$ cat src/rtl/start_fifo_ctrl_pkg.sv
// start_fifo_ctrl_pkg: shared types and elaboration helpers for the start FIFO.
// No ports. It provides:
//   MAX_DEPTH         - largest supported FIFO depth
//   occ_t             - occupancy type wide enough for MAX_DEPTH entries
//   calc_addr_width() - storage address width for a depth (clog2, minimum 1)
package start_fifo_ctrl_pkg;
   localparam int MAX_DEPTH = 64;
   typedef logic [$clog2(MAX_DEPTH):0] occ_t;
   function automatic int calc_addr_width(input int depth);
      return (depth <= 2) ? 1 : $clog2(depth);
   endfunction
endpackage

$ cat src/rtl/start_fifo_srl.sv
// start_fifo_srl: shift-register storage with a combinational read port.
// Ports:
//   clk  - shift clock
//   we   - shift enable; din enters entry 0 and older entries move up by one
//   addr - read address; 0 is the newest entry
//   din  - write payload
//   dout - entry at addr, combinational
// The storage has no reset. Its contents only matter where the controller points addr.
module start_fifo_srl #(
   parameter int DATA_WIDTH = 1,
   parameter int ADDR_WIDTH = 1
) (
   input  logic                  clk,
   input  logic                  we,
   input  logic [ADDR_WIDTH-1:0] addr,
   input  logic [DATA_WIDTH-1:0] din,
   output logic [DATA_WIDTH-1:0] dout
);
   localparam int N = 2 ** ADDR_WIDTH;
   logic [DATA_WIDTH-1:0] mem_q [N];
   always_ff @(posedge clk) begin
      if (we) begin
         mem_q[0] <= din;
         for (int i = 1; i < N; i++) mem_q[i] <= mem_q[i-1];
      end
   end
   assign dout = mem_q[addr];
endmodule

$ cat src/rtl/start_fifo_ctrl.sv
// start_fifo_ctrl: controller for a shift-register start/handshake FIFO.
// Ports:
//   ap_clk, ap_rst_n            - clock and asynchronous active-low reset
//   if_write_ce, if_write       - producer write enable and request
//   if_din                      - write payload
//   if_full_n, if_almost_full   - registered producer flags
//   if_read_ce, if_read         - consumer read enable and request
//   if_dout                     - oldest entry (show-ahead)
//   if_empty_n                  - registered consumer flag
//   count                       - occupancy, 0..DEPTH
//   err_overflow, err_underflow - sticky protocol error flags
module start_fifo_ctrl
   import start_fifo_ctrl_pkg::*;
#(
   parameter int DATA_WIDTH = 1,
   parameter int DEPTH      = 2,
   parameter int ADDR_WIDTH = 1,
   parameter int AF_LEVEL   = DEPTH - 1
) (
   input  logic                  ap_clk,
   input  logic                  ap_rst_n,
   input  logic                  if_write_ce,
   input  logic                  if_write,
   input  logic [DATA_WIDTH-1:0] if_din,
   output logic                  if_full_n,
   output logic                  if_almost_full,
   input  logic                  if_read_ce,
   input  logic                  if_read,
   output logic [DATA_WIDTH-1:0] if_dout,
   output logic                  if_empty_n,
   output logic [ADDR_WIDTH:0]   count,
   output logic                  err_overflow,
   output logic                  err_underflow
);
   if (DEPTH < 2 || DEPTH > MAX_DEPTH || ADDR_WIDTH < calc_addr_width(DEPTH)) begin : g_bad_cfg
      $error("start_fifo_ctrl: unsupported DEPTH/ADDR_WIDTH combination");
   end
   localparam logic [ADDR_WIDTH:0] ONE     = 1;
   localparam logic [ADDR_WIDTH:0] DEPTH_C = DEPTH[ADDR_WIDTH:0];
   localparam logic [ADDR_WIDTH:0] AF_C    = AF_LEVEL[ADDR_WIDTH:0];
   logic [ADDR_WIDTH:0]   count_q, count_d;
   logic [ADDR_WIDTH-1:0] addr;
   logic full_n_q, empty_n_q, af_q, ovf_q, unf_q, wr_acc, rd_acc;
   always_comb begin
      wr_acc  = if_write_ce & if_write & full_n_q;
      rd_acc  = if_read_ce & if_read & empty_n_q;
      count_d = (wr_acc && !rd_acc) ? count_q + ONE :
                (rd_acc && !wr_acc) ? count_q - ONE : count_q;
      // Oldest entry sits at count-1; a simultaneous shift moves the next-oldest into that slot.
      addr    = (count_q == '0) ? '0 : ADDR_WIDTH'(count_q - ONE);
   end
   always_ff @(posedge ap_clk or negedge ap_rst_n) begin
      if (!ap_rst_n) begin
         count_q   <= '0;
         full_n_q  <= 1'b1;
         empty_n_q <= 1'b0;
         af_q      <= (AF_LEVEL == 0);
         ovf_q     <= 1'b0;
         unf_q     <= 1'b0;
      end else begin
         count_q   <= count_d;
         full_n_q  <= (count_d != DEPTH_C);
         empty_n_q <= (count_d != '0);
         af_q      <= (count_d >= AF_C);
         ovf_q     <= ovf_q | (if_write_ce & if_write & ~full_n_q);
         unf_q     <= unf_q | (if_read_ce & if_read & ~empty_n_q);
      end
   end
   start_fifo_srl #(.DATA_WIDTH(DATA_WIDTH), .ADDR_WIDTH(ADDR_WIDTH)) u_srl (
      .clk  (ap_clk),
      .we   (wr_acc),
      .addr (addr),
      .din  (if_din),
      .dout (if_dout)
   );
   assign if_full_n      = full_n_q;
   assign if_empty_n     = empty_n_q;
   assign if_almost_full = af_q;
   assign count          = count_q;
   assign err_overflow   = ovf_q;
   assign err_underflow  = unf_q;
endmodule

$ cat config.mk
export PLATFORM = sky130hd
export DESIGN_NAME = start_fifo_ctrl
export DESIGN_NICKNAME = d
export VERILOG_FILES = /design/src/rtl/start_fifo_ctrl_pkg.sv /design/src/rtl/start_fifo_srl.sv /design/src/rtl/start_fifo_ctrl.sv
export SDC_FILE = /design/constraint.sdc
export NUM_CORES = 1
export LEC_CHECK = 0
export CORE_AREA = 2 2 39 41
export CTS_BUF_LIST = sky130_fd_sc_hd__clkbuf_4 sky130_fd_sc_hd__clkbuf_8
export CTS_CLUSTER_SIZE = 20
export DETAILED_ROUTE_END_ITERATION = 10
export DIE_AREA = 0 0 41 43
export GPL_ROUTABILITY_DRIVEN = 0
export RECOVER_POWER = 100
export REMOVE_ABC_BUFFERS = 1
export SLEW_MARGIN = 20
export SYNTH_ARGS = -nofsm -noshare
export SYNTH_HDL_FRONTEND = slang
export SYNTH_SLANG_ARGS = --single-unit
$ cat constraint.sdc
create_clock -name ap_clk -period 2.34 [get_ports ap_clk]
set_input_delay 0.468 -clock ap_clk [delete_from_list [all_inputs] [get_ports ap_clk]]
set_output_delay 0.468 -clock ap_clk [all_outputs]
set_load 0.02 [all_outputs]
; ---- Word-level counts from Yosys, hierarchy flattened
; Memories as Yosys holds them, arrays and structs flattened.
; Cells that the tools add are included.
[classes]
magnitude_cmp = 1
bitwise = 10
n_reduce_logical = 6
n_mux = 5
eq_ne = 1
addsub = 2
[op_table]
columns = op, count
row1 = $and A1 B1 Y1, 6
row2 = $mux W2, 2
row3 = $mux W1, 3
row4 = $add A2 B1 Y2 const B, 1
row5 = $ge A2 B1 Y1 const B, 1
row6 = $logic_and A1 B1 Y1, 2
row7 = $logic_not A1 Y1, 2
row8 = $logic_not A2 Y1, 1
row9 = $ne A2 B2 Y1 const B, 1
row10 = $not A1 Y1, 2
row11 = $or A1 B1 Y1, 2
row12 = $reduce_bool A2 Y1, 1
row13 = $sub A2 B1 Y2 const B, 1
[totals]
mem_bits_rw = 2
wordCells = 32
reg_bits = 7
memories = 1
[memory_table]
columns = name, words, word_bits, read_ports, rd_ports_with_merged_regs, wr, line_no
row1 = u_srl.mem_q, 2, 1, 2, 0, 2, start_fifo_srl.sv:20  ; logic [DATA_WIDTH-1:0] mem_q [N];

; ---- Depth between registers and ports, before layout
[depth]
depth_word = 7
ltp_mapped = 5
ltp_nobuf = 5

; ---- Modules after synthesis
; A second synthesis with hierarchy kept.
[hier_totals]
hier_cells = 36
area_unflattened_um2 = 397.9
[by_module_without_submodules]
columns = module, instances, cells_per_inst, area_each_um2
row1 = start_fifo_ctrl, 1, 33, 322.8
row2 = start_fifo_srl, 1, 3, 75.1

; ---- Worst setup path before layout
; OpenSTA, ideal clock, no wires.
[synth_path]
path_kind = register to output
from = register count_q[0] (netlist: count[0])
to = output port if_dout
arrival_time_ns = 1.135
path_slack_ns = 0.737
path_buffers = 0
stages_incl_launch_ff = 4
cell_sequence = dfrtp_1 > inv_1 > ha_1 > mux2_2
[synth_via]
elab_chain_cells = 3
elab_cells_between_ends = 4
cone_classes = 1 x add/sub / 1 x mux / 1 x reduce/logical / 1 x memory
[synth_lines]
columns = element, line_no
row1 = from (decl), start_fifo_ctrl.sv:41  ; logic [ADDR_WIDTH:0] count_q, count_d;
row2 = from (signal assigned), start_fifo_ctrl.sv:61  ; count_q <= count_d;
row3 = $sub A2 B1 Y2 / $logic_not A2 Y1 (equally long branches), start_fifo_ctrl.sv:50  ; addr = (count_q == '0) ? '0 : ADDR_WIDTH'(count_q - ONE);
row4 = $mux W1 *, start_fifo_ctrl.sv:50
row5 = $mem_v2 Z2 W1 *, --
row6 = to (decl), start_fifo_ctrl.sv:29  ; output logic [DATA_WIDTH-1:0] if_dout,
; Every way passes the cells marked *; elsewhere a longest branch is shown, timed or not.

; ---- Worst setup path after layout
; Ends and elaborated chain as after synthesis.

==> results.py <==
metrics = {
    "global_routing": {
        "grt_pass1_wl_mm": 1.38,
        "grt_pass1_vias": 314,
        "antenna_found_initial": 0,
        "grt_max_degree": 8,
        "grt_overflow": 0,
        "track_usage_pct": 13.0,
    },
    "placed_design": {
        "post-place-ws_ps": 333,
        "hpwlAfterDp_um": 614,
        "portBuffers": 14,
    },
    "job": {
        "drv_cap": 0,
    },
    "sta": {
        "fin_crit_ps": 1970,
        "slew_headroom_pct": 79.8,
        "hold_violations": 0,
        "drv_slew": 0,
        "fin_skew_ps": 9.15,
        "rsz0062_at_grt": "no",
        "worstMarginPinSlew_ps": 303,
        "finalSetupViolations": 0,
        "period_share_pct": 84.3,
        "fmax_mhz": 507,
        "tns_ps": 0,
        "timing.final.ws_setup_ps": 368,
    },
    "yosys": {
        "synth_edf_count": 2,
        "synth_cell_type_count": 24,
        "synth_top_area_share_pct": 31.7,
        "synth_area_leaders": "dfrtp_1 (32%), edfxtp_1 (15%), dfstp_2 (6.7%)",
        "syn_inst": 36,
        "synth_area_um2": 394,
        "avgSynthCellArea_um2": 10.9,
        "synth_seq_cells": 8,
        "synthArstFlopShare_pct": 75.0,
        "ys_warn_count": 0,
        "yosys.area.top_type": "dfrtp_1",
        "synth_ff_type": "dfrtp_1",
        "ys_seq_area_share_pct": 53.7,
    },
    "detailed_routing": {
        "drtPass1Iterations": 4,
        "post-route-drc-count": 0,
        "routed_wl_um": 841,
        "postRouteAntennaNets": 0,
        "wl_per_cell_um": 12.4,
        "first_iter_violations": 4,
        "vias": 333,
        "vias_per_cell": 4.90,
    },
    "clock_network": {
        "cts_tree": "yes",
        "cts_setup_buffers": 0,
        "path_clk_slew_ps": 60,
        "clkLatencyLatePin_ps": 270,
        "htreeDepth": 1,
        "cts_inserted_buffers": 3,
        "clockBufferDepth": 2,
        "cts_root_buf": "clkbuf_4",
        "cts_sinks": 8,
    },
    "hold_path": {
        "min_from": "err_overflow",
        "hold_path.class": "flip-flop to flip-flop",
    },
    "cells_and_area": {
        "antenna_cells": 0,
        "syn2layout_area_growth_pct": 42.9,
        "final_nets": 61,
        "final_common_cell": "dlygate4sd3_1",
        "drive_above_1_share_pct": 13.5,
        "layout_common_cells": "dlygate4sd3_1 (11), dfrtp_1 (5), nand2_1 (4), clkbuf_4 (4), nor2_1 (3)",
    },
    "setup_path": {
        "required_ps": 1870,
        "critPathLaunchType": "flip-flop",
        "endpoint_kind": "primary output",
        "cp_data_arrival_time_ps": 1500,
        "reg2reg_from": "if_full_n",
        "path_class": "flip-flop to primary output",
        "crit_fanout": 7,
        "startpoint": "count[0]",
    },
    "pwr": {
        "leakage_nw": 0.220,
        "power.density_nw_per_um2": 1200,
        "irDropWorstVdd_uv": 384,
    },
    "outcome": {
        "status": "completed",
    },
    "die": {
        "dieArea_um2": 1760,
        "row_count": 14,
        "initial_core_util_pct": 28.5,
        "die_h_um": 43,
        "ios": 15,
        "die_width_um": 41,
        "core_um2": 1380,
    },
}
timing repair:
| action | CTS | global route |
|---|---|---|
| gates resized for setup | 0 | 2 |
| hold buffers | 0 | 0 |
| endpoints found under the setup margin | 0 | 1 |
power by group:
| group | leakage, nW | switching [W] | internal [W] |
|---|---|---|---|
| Combinational | 0.119 | 0.000166 | 0.000146 |
| Clock | 0.0184 | 0.0000546 | 0.0000773 |
| Sequential | 0.0821 | 0.0000427 | 0.000190 |
| Total | 0.220 | 0.000263 | 0.000413 |
routing by layer:
layer	wire, um	track usage, %	vias to the layer above
li1	-	-	158
met1	338	13.8	154
met2	404	17.8	16
met3	50	4.71	5
met4	48	14.0	0
met5	0	0	-
synth_stat cells, drive strengths merged, types with 2 or more instances:
library cell	count
nand2	4
o21bai	2
dfrtp	5
nand3	2
edfxtp	2
nor2	4
buf	2
through the flow:
step | cell area (um2) | hold slack, ps | power, W | util, % | std cells
6_report | 563 | 463 | 0.000676 | 40.7 | 68
5_1_grt | 563 | 485 | 0.000737 | 40.7 | 68
4_1_cts | 566 | 459 | 0.000708 | 40.9 | 68
3_5_place_dp | 536 | 453 | 0.000571 | 38.7 | 64
3_3_place_gp | 536 | 453 | 0.000568 | 38.7 | 64
2_1_floorplan | 375 | 172 | 0.000430 | - | 34
area by class of cell:
type	count	area, um2
well taps	16	20.0
repair buffers	14	143
multi-input cells	25	155
fillers	145	821
inverters	1	3.75
flip-flops and latches	8	211
clock buffers	4	30.0
cell families (layout without fill, tap and decap cells):
group	Yosys count	after routing	synth area share, %
and+or+nand+nor	14	14	18.4
AOI/OAI and AO/OA	8	8	14.0
DFF	8	8	53.7
buffers and inverters	3	19	5.71
adders and majority gates	1	1	3.17
xor gates and xnor gates	1	1	2.22
muxes	1	1	2.86
worst max-delay path, cell delays in order, from the launching register on:
cell,delay (ps)
dfrtp_1,450
inv_1,110
ha_1,150
mux2_2,320
dlymetal6s2s_1,200
final timing paths:
kind | slack, ps | depth (start not counted) | end
hold reg to reg | 460 | 1 | err_overflow
hold / removal | 460 | 1 | err_overflow
max in group asynchronous | 1530 | 1 | if_full_n
setup reg to reg | 940 | 4 | if_almost_full
min in group asynchronous | 520 | 1 | count[0]
setup / recovery | 370 | 4 | if_dout
state kept, by name, summed over array words and instances, names as in the netlist:
name / cells
u_srl.mem_q: 2
err_overflow: 1
if_almost_full: 1
count: 2
err_underflow: 1
if_full_n: 1
No activity file was read; power rests on OpenSTA's default activity.
